--- src/rtl/aurora_rx_pkg.sv ---
// Shared types and constants for the Aurora 64b/66b receive path.
package aurora_rx_pkg;

  typedef enum logic [1:0] {HUNT, VERIFY, LOCKED} lock_state_t;

  localparam logic [1:0]  SYNC_DATA = 2'b01;
  localparam logic [1:0]  SYNC_CTRL = 2'b10;
  localparam int unsigned BLK_W     = 66;
  localparam int unsigned BUF_W     = 194;
  localparam int unsigned OFF_W     = 7;

  function automatic logic hdr_is_legal(input logic [1:0] hdr);
    return (hdr == SYNC_DATA) || (hdr == SYNC_CTRL);
  endfunction

endpackage

--- src/rtl/block_lock_fsm.sv ---
// Block-lock state machine: qualifies the seeker offset against a run of legal
// headers, then watches for a run of illegal ones to drop lock.
module block_lock_fsm
  import aurora_rx_pkg::*;
#(
  parameter int unsigned LOCK_CNT   = 32,
  parameter int unsigned UNLOCK_CNT = 4,
  parameter int unsigned ERR_W      = 16
) (
  input  logic             clk_i,
  input  logic             rst_ni,
  input  logic             hdr_legal_i,
  input  logic             beat_i,
  input  logic             is_synced_i,
  input  logic             offset_change_i,
  input  logic [OFF_W-1:0] offset_pos_i,
  output logic [OFF_W-1:0] off_o,
  output logic             emit_o,
  output logic             resync_o,
  output logic             locked_d_o,
  output logic [ERR_W-1:0] err_cnt_o
);

  lock_state_t      state_q, state_d;
  logic [7:0]       good_q, good_d;
  logic [3:0]       bad_q, bad_d;
  logic [OFF_W-1:0] off_q, off_d;
  logic [ERR_W-1:0] err_q, err_d;

  always_ff @(posedge clk_i) begin
    if (!rst_ni) begin
      state_q <= HUNT;
      good_q  <= '0;
      bad_q   <= '0;
      off_q   <= '0;
      err_q   <= '0;
    end else begin
      state_q <= state_d;
      good_q  <= good_d;
      bad_q   <= bad_d;
      off_q   <= off_d;
      err_q   <= err_d;
    end
  end

  always_comb begin
    state_d  = state_q;
    good_d   = good_q;
    bad_d    = bad_q;
    off_d    = off_q;
    err_d    = err_q;
    emit_o   = 1'b0;
    resync_o = 1'b0;
    if (!is_synced_i) begin
      state_d  = HUNT;
      resync_o = (state_q == LOCKED);
    end else if (state_q == HUNT || offset_change_i) begin
      resync_o = (state_q == LOCKED);
      off_d    = offset_pos_i;
      good_d   = '0;
      bad_d    = '0;
      state_d  = VERIFY;
    end else if (beat_i) begin
      if (state_q == VERIFY) begin
        if (hdr_legal_i) begin
          good_d = good_q + 8'd1;
          if (good_d == 8'(LOCK_CNT)) state_d = LOCKED;
        end else begin
          good_d = '0;
        end
      end else begin
        emit_o = 1'b1;
        if (hdr_legal_i) begin
          bad_d = '0;
        end else begin
          bad_d = bad_q + 4'd1;
          if (err_q != '1) err_d = err_q + 1'b1;
          if (bad_d == 4'(UNLOCK_CNT)) begin
            state_d  = HUNT;
            resync_o = 1'b1;
          end
        end
      end
    end
  end

  assign off_o      = off_q;
  assign locked_d_o = (state_d == LOCKED);
  assign err_cnt_o  = err_q;

endmodule

--- src/rtl/aurora_block_lock.sv ---
// Extracts one 66-bit block per valid gearbox beat at the locked offset and
// registers the header/payload stream for the descrambler.
module aurora_block_lock
  import aurora_rx_pkg::*;
#(
  parameter int unsigned LOCK_CNT   = 32,
  parameter int unsigned UNLOCK_CNT = 4,
  parameter int unsigned ERR_W      = 16
) (
  input  logic             clk_i,
  input  logic             rst_ni,
  input  logic [BUF_W-1:0] gbox_buffer,
  input  logic             buffer_dv,
  input  logic             is_synced,
  input  logic [OFF_W-1:0] offset_pos,
  output logic [1:0]       blk_hdr_o,
  output logic [63:0]      blk_data_o,
  output logic             blk_dv_o,
  output logic             hdr_err_o,
  output logic             locked_o,
  output logic             resync_o,
  output logic [ERR_W-1:0] err_cnt_o
);

  logic [OFF_W-1:0] off_q;
  logic [BLK_W-1:0] blk;
  logic             legal, emit, resync, locked_d;

  // Extraction always uses the offset held before this cycle's update.
  assign blk   = gbox_buffer[off_q +: BLK_W];
  assign legal = hdr_is_legal(blk[65:64]);

  block_lock_fsm #(
    .LOCK_CNT  (LOCK_CNT),
    .UNLOCK_CNT(UNLOCK_CNT),
    .ERR_W     (ERR_W)
  ) u_fsm (
    .clk_i          (clk_i),
    .rst_ni         (rst_ni),
    .hdr_legal_i    (legal),
    .beat_i         (buffer_dv),
    .is_synced_i    (is_synced),
    .offset_change_i(offset_pos != off_q),
    .offset_pos_i   (offset_pos),
    .off_o          (off_q),
    .emit_o         (emit),
    .resync_o       (resync),
    .locked_d_o     (locked_d),
    .err_cnt_o      (err_cnt_o)
  );

  always_ff @(posedge clk_i) begin
    if (!rst_ni) begin
      blk_hdr_o  <= '0;
      blk_data_o <= '0;
      blk_dv_o   <= 1'b0;
      hdr_err_o  <= 1'b0;
      locked_o   <= 1'b0;
      resync_o   <= 1'b0;
    end else begin
      blk_dv_o  <= emit;
      hdr_err_o <= emit & ~legal;
      locked_o  <= locked_d;
      resync_o  <= resync;
      if (buffer_dv) begin
        blk_hdr_o  <= blk[65:64];
        blk_data_o <= blk[63:0];
      end
    end
  end

endmodule
--- config.mk ---
export PLATFORM = sky130hd
export DESIGN_NAME = aurora_block_lock
export DESIGN_NICKNAME = d
export VERILOG_FILES = /design/src/rtl/aurora_rx_pkg.sv /design/src/rtl/block_lock_fsm.sv /design/src/rtl/aurora_block_lock.sv
export SDC_FILE = /design/constraint.sdc
export NUM_CORES = 1
export LEC_CHECK = 0
export ABC_CLOCK_PERIOD_IN_PS = 4820
export BUFFER_PORTS_ARGS = -buffer_cell sky130_fd_sc_hd__buf_4
export CORE_UTILIZATION = 30
export DETAILED_ROUTE_END_ITERATION = 10
export GPL_TIMING_DRIVEN = 1
export HOLD_SLACK_MARGIN = 0.05
export PLACE_DENSITY = 0.49
export SLEW_MARGIN = 30
export SYNTH_ARGS = -nofsm -noshare
export SYNTH_HDL_FRONTEND = slang
export SYNTH_SLANG_ARGS = --single-unit
--- constraint.sdc ---
create_clock -name clk_i -period 4.82 [get_ports clk_i]
set_input_delay 0.241 -clock clk_i [delete_from_list [all_inputs] [get_ports clk_i]]
set_output_delay 0.241 -clock clk_i [all_outputs]
set_load 0.01 [all_outputs]
==> impl_metrics.tcl, run 1 <==
set metrics [dict create \
    timing.setup.tns_ps 0 \
    clk_root_buffer_cell "clkbuf_16" \
    finalMaxSlewViolations 0 \
    worst_min_delay_path_startpoint "offset_pos[5]" \
    worst_stage_delay_on_the_critical_path_ps 580 \
    grt_pass1_wl_um 108800 \
    synthCells 2107 \
    routed-via-count 17850 \
    worst-slew-pin-transition_ps 921.5 \
    final_design_area_no_fill_um2 20510 \
    cts_tree "built" \
    startpoint_type "flip-flop" \
    biggest_fanout_along_the_worst_timing_path 38 \
    start_util_pct 30.39 \
    detailedRoute.firstIterationViolations 1884 \
    post_cts_resized 0 \
    setup_viol 0 \
    fp.dieW_um 244.0 \
    ir_worst_vdd_mv 0.1721 \
    number_of_global_route_vias_before_repair 16780 \
    worst_hold_slack_ps 123.6 \
    synthToLayoutAreaGrowth_pct 16.78 \
    drt-pass1-iter-count 6 \
    critical_path_required_ps 5110 \
    critical_path.slowest_cell "mux4_2" \
    layout.cells.most_common_list "nand2_1 (443), nor2_1 (389), buf_4 (313), mux4_2 (274), mux2i_1 (179)" \
    ys_ff_latch 107 \
    postCtsSetupBuffers 0 \
    timing.hold.worst_endpoint "u_fsm.off_o[5]" \
    dpl_cell_area_um2 20190 \
    normalized_max_slew_margin_pct 38.56 \
    hold_buffers 0 \
    ant_nets 0 \
    reg2reg_from "u_fsm.off_o[1]" \
    critical_path.most_common_cell "mux4_2" \
    die-height_um 244.0 \
    maxUsedRoutingLayer "met5" \
    num-fill-cells 6061 \
    rsz_0062_raised_after_global_routing "no" \
    grt_overflow_total 0 \
    post_synth_num_cell_types 63 \
    met1_length_um 33600 \
    min_path_type "input port to flip-flop" \
    setup.worst_path.class "flip-flop to flip-flop" \
    nets 2443 \
    fin_crit_sh_pct 87.45 \
    dpl.hpwl_um 59860 \
    met2_wirelength_um 32700 \
    timing.rr.end "u_fsm.err_cnt_o[8]" \
    post-route-min-period_ps 4215 \
    pin_count 291 \
    routabilityCongestion 0.9674 \
    synthFlopType "dfxtp_1" \
    share_of_the_yosys_chip_area_belonging_to_registers_pct 12.20 \
    met3_wire_length_um 6001 \
    cp_cell_sequence "buf_12, mux4_2, mux4_2, mux2_2, mux2i_1, o221a_2, or3_4, nand3_2, or4_1, a21oi_1" \
    fmax_mhz 237.3 \
    fp.dieArea_um2 59520 \
    layout_commonest_cell "nand2_1" \
    layout-drive-gt1-share_pct 29.79 \
    grtUsageTotal_pct 24.26 \
    timing.critical_path.arrival_ps 4510 \
    cts_buffer_depth 2 \
    final-hold-violation-count 0 \
    antenna_violations_before_repair 2 \
    clk_pin_slew_worst_paths_ps 90 \
    fin_worst_skew_ps 20.71 \
    detail_route.wl_per_cell_um 24.71 \
    status "complete, no violations" \
    synthesis.yosys.warnings 0 \
    synth-edff-count 0 \
    timing.critical_path.to_type "flip-flop" \
    power.density_cell_area_nw_per_um2 217.2 \
    synthesis.nets 2316 \
    numPortBuffers 289 \
    share_of_synthesized_flip_flops_with_an_asynchronous_set_or_reset_pct 0 \
    holdPathStages 3 \
    leakage_nw 8.356 \
    fp-row-count 88 \
    worstRegToRegCells 10 \
    reg2reg_slack_ps 610 \
    core-area_um2 57810 \
    route.final.wire_length_um 74250 \
    reported_max_cap_violation_count 0 \
    grt_max_degree 154 \
    layout.core_utilization_pct 35.48 \
    viasPerCell 5.941 \
    cts_made_buffers 9 \
    tritoncts_sinks 107 \
    syn-cell-area_um2 17560 \
    ctsHtreeMaxLevel 3 \
    synth.avg_cell_area_um2 8.336 \
    insertion_delay_ps 370 \
    drc_errors 0 \
]
[critical path, delay by kind of cell (launching register included)]
kind                   cells  cell delay (ps)
AND/OR/NAND/NOR            3             1000
flip-flops                 1              500
buffers and inverters      1              280
AO/OA/AOI/OAI              2              560
multiplexers               4             1770
[metal layers]
layer / GRT usage (%) / vias to the layer above
li1: - / 8071
met1: 36.07 / 8858
met2: 36.24 / 840
met3: 3.589 / 79
met4: 6.636 / 4
met5: 0 / -
[area by class of cell]
type / instances / area [µm²] / area share [%]
Sequential cell: 107 / 2162 / 10.54
Antenna cell: 1 / 2.502 / 0.01220
Clock buffer: 10 / 229.0 / 1.116
Tap cell: 765 / 957.2 / 4.666
Timing Repair Buffer: 322 / 2521 / 12.29
Inverter: 15 / 68.82 / 0.3355
Clock inverter: 6 / 90.09 / 0.4392
Multi-Input combinational cell: 1779 / 14480 / 70.60
[how the worst max path moves through the flow]
stage / start / end / slack (ps) / depth (start not counted)
floorplan: u_fsm.off_o[1] / u_fsm.err_cnt_o[10] / 1590 / 12
detailed placement: u_fsm.off_o[1] / u_fsm.err_cnt_o[8] / 680 / 10
CTS: u_fsm.off_o[1] / u_fsm.err_cnt_o[8] / 630 / 10
global placement: u_fsm.off_o[1] / u_fsm.err_cnt_o[14] / 700 / 10
global route: u_fsm.off_o[1] / u_fsm.err_cnt_o[3] / 470 / 10
finish: u_fsm.off_o[1] / u_fsm.err_cnt_o[8] / 610 / 10
[flip-flops by register name (all words and copies together) (netlist names)]
| signal | cells |
|---|---|
| blk_data_o | 64 |
| u_fsm.err_cnt_o | 16 |
| u_fsm.good_q | 8 |
| u_fsm.off_o | 7 |
| u_fsm.bad_q | 4 |
| blk_hdr_o | 2 |
| u_fsm.state_q | 2 |
| blk_dv_o | 1 |
| hdr_err_o | 1 |
| locked_o | 1 |
| resync_o | 1 |
[report_power, final]
| group | internal, mW | switching, mW | leakage [nW] |
|---|---|---|---|
| registers | 0.945 | 0.0753 | 0.884 |
| logic | 1.10 | 1.51 | 7.32 |
| clock network | 0.458 | 0.366 | 0.153 |
| total | 2.50 | 1.96 | 8.36 |
[cell usage after synthesis (39+ instances only)]
cell type,n,area [µm²]
buf_2,44,220.2
a21oi_1,44,220.2
nand2_1,443,1663
mux2i_1,179,1792
a211oi_1,64,480.5
clkbuf_1,118,442.9
nand3_1,39,195.2
nor2_1,389,1460
dfxtp_1,107,2142
mux4_2,274,6171
o21ai_0,74,370.4
mux2_2,39,439.2
[kinds of logic after synthesis]
kind of cell             share of synthesized area, %
multiplexers                                    48.03
buffers and inverters                           5.357
AND/OR/NAND/NOR                                 22.34
adder cells (fa/ha/maj)                        0.2850
flip-flops                                      12.20
AO/OA/AOI/OAI                                   11.35
XOR/XNOR                                       0.4487
[metrics by stage]
| step | total power [mW] | cells | setup slack (ps) |
|---|---|---|---|
| floorplan | 2.625 | 2107 | 1587 |
| global placement | 3.592 | 2988 | 698.9 |
| detailed placement | 3.615 | 2988 | 680.2 |
| CTS | 4.450 | 3004 | 628.7 |
| global route | 4.690 | 3004 | 474.4 |
| finish | 4.455 | 3005 | 605.1 |
Power figures use the tool's default switching activity.
==> run 2, diff against run 1 <==
--- a/config.mk
+++ b/config.mk
@@ -5,6 +5,7 @@
 export SDC_FILE = /design/constraint.sdc
 export NUM_CORES = 1
 export LEC_CHECK = 0
+export ABC_AREA = 1
 export ABC_CLOCK_PERIOD_IN_PS = 4820
 export BUFFER_PORTS_ARGS = -buffer_cell sky130_fd_sc_hd__buf_4
 export CORE_UTILIZATION = 30
@@ -12,7 +13,7 @@
 export GPL_TIMING_DRIVEN = 1
 export HOLD_SLACK_MARGIN = 0.05
 export PLACE_DENSITY = 0.49
-export SLEW_MARGIN = 30
+export SLEW_MARGIN = 25
 export SYNTH_ARGS = -nofsm -noshare
 export SYNTH_HDL_FRONTEND = slang
 export SYNTH_SLANG_ARGS = --single-unit
==> run 2 against run 1 <==
Against the previous run:
- maximum frequency increased by 14%
- sequential share of layout area increased by 0.78 points
- setup slack improved by 530 ps
- clock power increased by 0.5%
- largest cell class unchanged
==> impl_metrics.tcl, run 2 <==
set metrics [dict create \
    worst-slew-pin-transition_ps 1069 \
    synth.most_common_cell "nand2_1" \
    grt_overflow_total 0 \
    antennaDiodeCount 0 \
    ant_nets 0 \
    numPortBuffers 289 \
    final-hold-violation-count 0 \
    placed_cells_incl_taps 3871 \
    pin_count 291 \
    synth-edff-count 0 \
    leakage_nw 9.026 \
    worst_stage_delay_on_the_critical_path_ps 420 \
    min_path_type "input port to flip-flop" \
    synthFlopType "dfxtp_1" \
    rsz_0062_raised_after_global_routing "no" \
    ys_ff_latch 107 \
    timing.critical_path.to_type "flip-flop" \
    cts_tree "built" \
    cpLargestDelayFamily "simple AND/OR/NAND/NOR gates" \
    finalMaxSlewViolations 0 \
    share_of_the_yosys_chip_area_belonging_to_registers_pct 12.93 \
    start_util_pct 30.54 \
    synthDominantCellAreaShare_pct 23.56 \
    top_register_by_number_of_flip_flops "blk_data_o" \
    post_synth_num_cell_types 39 \
    timing.critical_path.arrival_ps 3970 \
    power.density_cell_area_nw_per_um2 239.9 \
    grt_max_degree 180 \
    fp.dieW_um 237.0 \
    grtUsageTotal_pct 30.27 \
    yosys-top-cells-area "nand3_1 (24%), nand2_1 (23%), dfxtp_1 (13%)" \
    layout_commonest_cell "nand2_1" \
    startpoint_type "flip-flop" \
    share_of_synthesized_flip_flops_with_an_asynchronous_set_or_reset_pct 0 \
    status "complete, no violations" \
    core-area_um2 54240 \
    synth_fa_ha_area_share_pct 0.3021 \
    cp_cell_sequence "buf_12, nand3_1, nand3_1, nand3_1, nand3_1, nand2_1, nand2_1, nand3_1, nand2_1, nand2_2, nand2_4, nand3_4, or2_1, a21oi_1" \
    synth_compound_area_share_pct 19.15 \
    clk_root_buffer_cell "clkbuf_16" \
    critical_path.most_common_cell "nand3_1" \
    fin_worst_skew_ps 13.85 \
    worst_hold_slack_ps 172.0 \
    insertion_delay_ps 370 \
    routabilityCongestion 1.019 \
    detail_route.wl_per_cell_um 22.34 \
    routed-via-count 22100 \
    cts_buffer_depth 2 \
    dpl.hpwl_um 67990 \
    cts_made_buffers 9 \
    fmax_mhz 271.5 \
    synthToLayoutAreaGrowth_pct 15.47 \
    largest_register_ffs 64 \
    fp-row-count 85 \
    grt_pass1_wl_um 128800 \
    normalized_max_slew_margin_pct 28.71 \
    biggest_fanout_along_the_worst_timing_path 179 \
    hold_buffers 0 \
    fin_crit_sh_pct 76.42 \
    nets 3395 \
    postCtsSetupBuffers 0 \
    number_of_global_route_vias_before_repair 20130 \
    layout.cells.most_common_list "nand2_1 (1023), nand3_1 (780), buf_4 (317), o21ai_0 (221), nor2_1 (140)" \
    critical_path.slowest_cell "dfxtp_4" \
    layout-drive-gt1-share_pct 12.19 \
    detailedRoute.firstIterationViolations 2468 \
    setup.worst_path.class "flip-flop to flip-flop" \
    synth_area_in_xor_xnor_pct 1.480 \
    antenna_violations_before_repair 1 \
    viasPerCell 5.685 \
    crit_buf_inv 1 \
    synthCells 3119 \
    fp.dieArea_um2 56170 \
    synth_top_area_cell "nand3_1" \
    route.final.wire_length_um 86860 \
    post-route-min-period_ps 3683 \
    timing.setup.tns_ps 0 \
    ctsHtreeMaxLevel 3 \
    drc_errors 0 \
    synthesis.nets 3328 \
    critical_path_required_ps 5110 \
    syn-cell-area_um2 16570 \
    synth_simple_gate_area_share_pct 52.60 \
    non_filler_instance_count_after_layout 3887 \
    synth.avg_cell_area_um2 5.312 \
    ranking_of_synthesized_cells_by_instance_count "nand2_1 (1023), nand3_1 (780), o21ai_0 (221)" \
    clk_pin_slew_worst_paths_ps 80 \
    ir_worst_vdd_mv 0.1837 \
    die-height_um 237.0 \
    synthesis.yosys.warnings 0 \
    post_cts_resized 0 \
    main_combinational_cell_family_by_area_after_synthesis "simple AND/OR/NAND/NOR gates" \
    drt-pass1-iter-count 6 \
    setup_viol 0 \
    synth_mux_area_share_pct 3.625 \
    reported_max_cap_violation_count 0 \
    tritoncts_sinks 107 \
]
[run 2: cell count changes after synthesis, sizes merged, moves of 42 or more]
cell | previous run | this run
buf | 88 | 152
nand3 | 40 | 781
mux4 | 274 | 0
o21ai | 87 | 237
mux2 | 42 | 0
inv | 15 | 103
mux2i | 179 | 60
nand2 | 443 | 1027
a211oi | 64 | 1
o211ai | 21 | 137
nor2 | 389 | 140
[run 2: worst paths after layout]
check	from	to	slack [ps]	cells past startpoint
worst max-delay path	u_fsm.off_o[1]	u_fsm.err_cnt_o[0]	1140	14
worst min-delay path	offset_pos[4]	u_fsm.off_o[4]	170	3
worst min register to register	u_fsm.good_q[6]	u_fsm.good_q[6]	470	2
worst max register to register	u_fsm.off_o[1]	u_fsm.err_cnt_o[0]	1140	14
[run 2: logic make-up after synthesis]
family,after synthesis
buffers and inverters,376
AO/OA/AOI/OAI,534
flip-flops,107
adder cells (fa/ha/maj),4
multiplexers,60
XOR/XNOR,28
AND/OR/NAND/NOR,2010
[run 2: area by class of cell]
cell class              instances  area [µm²]
clock buffers                   9       225.2
clock inverters                 7       107.6
flip-flops and latches        107        2166
well taps                     696       870.8
multi-input cells            2636       12780
inverters                     106       416.7
repair buffers                326        2560
fillers                      6167       35110
[run 2: routing by layer]
metal / wire, µm / up-vias / global-route usage, %
met5: 17 / - / 0
met4: 4417 / 2 / 13.66
met3: 5560 / 139 / 4.243
met2: 40610 / 900 / 51.10
met1: 36250 / 10220 / 38.01
li1: - / 10840 / -
[run 2: worst reg2reg max path: cells and delay by family, from the launching register on]
kind                   cells  cell delay [ps]
and+or+nand+nor           12             2690
DFF                        1              420
buffers and inverters      1              380
AOI/OAI and AO/OA          1              110
[run 2: metrics by stage]
stage | instance area (µm²) | total power [mW] | utilization, % | setup slack (ps)
floorplan | 16570 | 2.675 | - | 2674
global placement | 18800 | 3.726 | 34.66 | 1333
global route | 19130 | 4.913 | 35.27 | 976.3
detailed placement | 18800 | 3.730 | 34.66 | 1337
CTS | 19130 | 4.580 | 35.27 | 1297
finish | 19130 | 4.590 | 35.27 | 1137
[run 2: report_power, final]
| group | total, mW | internal, mW | switching, mW |
|---|---|---|---|
| logic | 2.76 | 0.850 | 1.91 |
| clock network | 0.828 | 0.466 | 0.363 |
| registers | 1.00 | 0.945 | 0.0585 |
| total | 4.59 | 2.26 | 2.33 |
==> run 3, diff against run 2 <==
--- a/config.mk
+++ b/config.mk
@@ -5,8 +5,8 @@
 export SDC_FILE = /design/constraint.sdc
 export NUM_CORES = 1
 export LEC_CHECK = 0
-export ABC_AREA = 1
-export ABC_CLOCK_PERIOD_IN_PS = 4820
+export ABC_AREA = 0
+export ABC_CLOCK_PERIOD_IN_PS = 3800
 export BUFFER_PORTS_ARGS = -buffer_cell sky130_fd_sc_hd__buf_4
 export CORE_UTILIZATION = 30
 export DETAILED_ROUTE_END_ITERATION = 10
==> constraint.sdc (replaced) <==
create_clock -name clk_i -period 3.8 [get_ports clk_i]
set_input_delay 0.19 -clock clk_i [delete_from_list [all_inputs] [get_ports clk_i]]
set_output_delay 0.19 -clock clk_i [all_outputs]
set_load 0.01 [all_outputs]
==> run 3 against run 2 <==
Against the previous run:
- register-to-register slack lost 980 ps
- combinational power rose by 24%
- setup slack got worse by 980 ps
- first-iteration DRC count decreased by 15%
- routed wire length down 13%
- largest cell class unchanged
==> impl_metrics.tcl, run 3 (synthesized netlist as in run 1, its figures left out) <==
set metrics [dict create \
    status "complete, no violations" \
    min_path_type "input port to flip-flop" \
    timing.critical_path.from "u_fsm.off_o[1]" \
    top_register_by_number_of_flip_flops "blk_data_o" \
    ctsHtreeMaxLevel 3 \
    route.final.wire_length_um 75650 \
    clk_pin_slew_worst_paths_ps 90 \
    core-area_um2 57810 \
    power.internal_mw 3.099 \
    insertion_delay_ps 380 \
    die-height_um 244.0 \
    timing.rr.end "blk_data_o[8]" \
    final_critical_path_setup_slack_ps 152.1 \
    reg2reg_slack_ps 150 \
    fp.dieW_um 244.0 \
    rsz_0062_raised_after_global_routing "no" \
    reg2reg_from "u_fsm.off_o[1]" \
    antennaDiodeCount 0 \
    pin_count 291 \
    timing.critical_path.arrival_ps 3860 \
    start_util_pct 30.39 \
    postCtsSetupBuffers 0 \
    worst-slew-pin-transition_ps 915.8 \
    viasPerCell 5.949 \
    setup_viol 0 \
    worst_setup_endpoint "blk_data_o[8]" \
    biggest_fanout_along_the_worst_timing_path 75 \
    detail_route.wl_per_cell_um 24.92 \
    timing.setup.tns_ps 0 \
    fp.dieArea_um2 59520 \
    final-hold-violation-count 0 \
    fp-row-count 88 \
    fmax_mhz 274.1 \
    cts_made_buffers 9 \
    ir_worst_vdd_mv 0.2423 \
    critical_path_required_ps 4010 \
    drc_errors 0 \
    synthToLayoutAreaGrowth_pct 18.39 \
    switching_power_mw 2.530 \
    layout_commonest_cell "nand2_1" \
    grt_pass1_wl_um 110500 \
    startpoint_type "flip-flop" \
    largest_register_ffs 64 \
    normalized_max_slew_margin_pct 38.95 \
    grt_max_degree 139 \
    clock_power_share_pct 16.7 \
    number_of_global_route_vias_before_repair 16900 \
    post_cts_resized 0 \
    antenna_violations_before_repair 1 \
    setup.worst_path.class "flip-flop to flip-flop" \
    p_sw_share_pct 44.95 \
    power.combinational.fraction_pct 60.5 \
    timing.critical_path.to_type "flip-flop" \
    power.sequential.fraction_pct 22.8 \
    pre_cts_slack_ps 132.1 \
    routed-via-count 18060 \
    nets 2475 \
    numPortBuffers 289 \
    finalMaxSlewViolations 0 \
    post-route-min-period_ps 3648 \
    fin_worst_skew_ps 18.44 \
    power.density_cell_area_nw_per_um2 270.7 \
    cts_buffer_depth 2 \
    layout.cells.most_common_list "nand2_1 (443), nor2_1 (388), buf_4 (340), mux4_2 (274), mux2i_1 (179)" \
    reported_max_cap_violation_count 0 \
    clk_root_buffer_cell "clkbuf_16" \
    grtUsageTotal_pct 24.56 \
    dpl.hpwl_um 61500 \
    ant_nets 0 \
    routabilityCongestion 0.9537 \
    worstRegToRegCells 9 \
    drt-pass1-iter-count 6 \
    cts_tree "built" \
    hold_buffers 0 \
    tritoncts_sinks 107 \
    leakage_nw 8.529 \
    layout-drive-gt1-share_pct 31.00 \
    detailedRoute.firstIterationViolations 2091 \
    grt_overflow_total 0 \
    fin_crit_sh_pct 96.00 \
]
## run 3: changes by cell type in the layout (fill, tap and decap cells not counted), sizes merged, moves of 33 or more
cell	before	now
o211ai	137	21
a211oi	1	64
nand3	781	40
a31oi	55	17
nor2	140	389
mux4	0	274
a21oi	77	44
mux2	0	42
mux2i	60	179
o21ai	237	87
inv	108	18
nand2	1027	443
## run 3: worst min path at each step
stage | from | to | slack (ps) | cells past startpoint
CTS | offset_pos[4] | u_fsm.off_o[4] | 70 | 3
finish | offset_pos[4] | u_fsm.off_o[4] | 80 | 3
detailed placement | offset_pos[2] | u_fsm.off_o[2] | 450 | 3
global placement | offset_pos[4] | u_fsm.off_o[4] | 440 | 3
floorplan | offset_pos[0] | u_fsm.off_o[0] | 330 | 2
global route | offset_pos[6] | u_fsm.off_o[6] | 80 | 3
## run 3: stage by stage
step | instance area [µm²] | utilization (%) | std cells | total power, mW | hold WS, ps
final | 20790 | 35.97 | 3036 | 5.629 | 82.41
after global routing | 20790 | 35.97 | 3036 | 5.904 | 81.01
after CTS | 20770 | 35.94 | 3036 | 5.609 | 68.80
after detailed placement | 20490 | 35.45 | 3020 | 4.657 | 452.3
after global placement | 20490 | 35.45 | 3020 | 4.632 | 440.0
after floorplan | 17560 | - | 2107 | 3.330 | 333.9
## run 3: per-layer routing
metal,up-vias,part of all wire (%),track usage (%)
met4,2,1.9,5.754
met5,-,0.017,0
met3,63,7.5,3.347
met1,8987,46,36.94
li1,8146,-,-
met2,862,44,36.82
## run 3: critical path, stage by stage, from the launching register on
cell      delay, ps
dfxtp_4         410
buf_12          180
buf_4           720
mux4_2          470
mux2_2          310
mux2i_1         250
mux4_2          320
nor2_1           50
a31oi_1         540
a211oi_1        160
## run 3: final cells by class
class,count,area (µm²)
fillers,5963,37010
multi-input cells,1779,14500
repair buffers,354,2824
flip-flops and latches,107,2162
well taps,765,957.2
clock buffers,9,225.2
inverters,15,68.82
clock inverters,7,60.06
## run 3: power groups by stage
stage               Clock (mW)  Sequential [mW]  Combinational (mW)
floorplan                    0             1.30                2.03
global placement             0             1.31                3.33
detailed placement           0             1.31                3.35
CTS                      0.973             1.28                3.35
global route              1.01             1.29                3.60
finish                   0.941             1.28                3.41
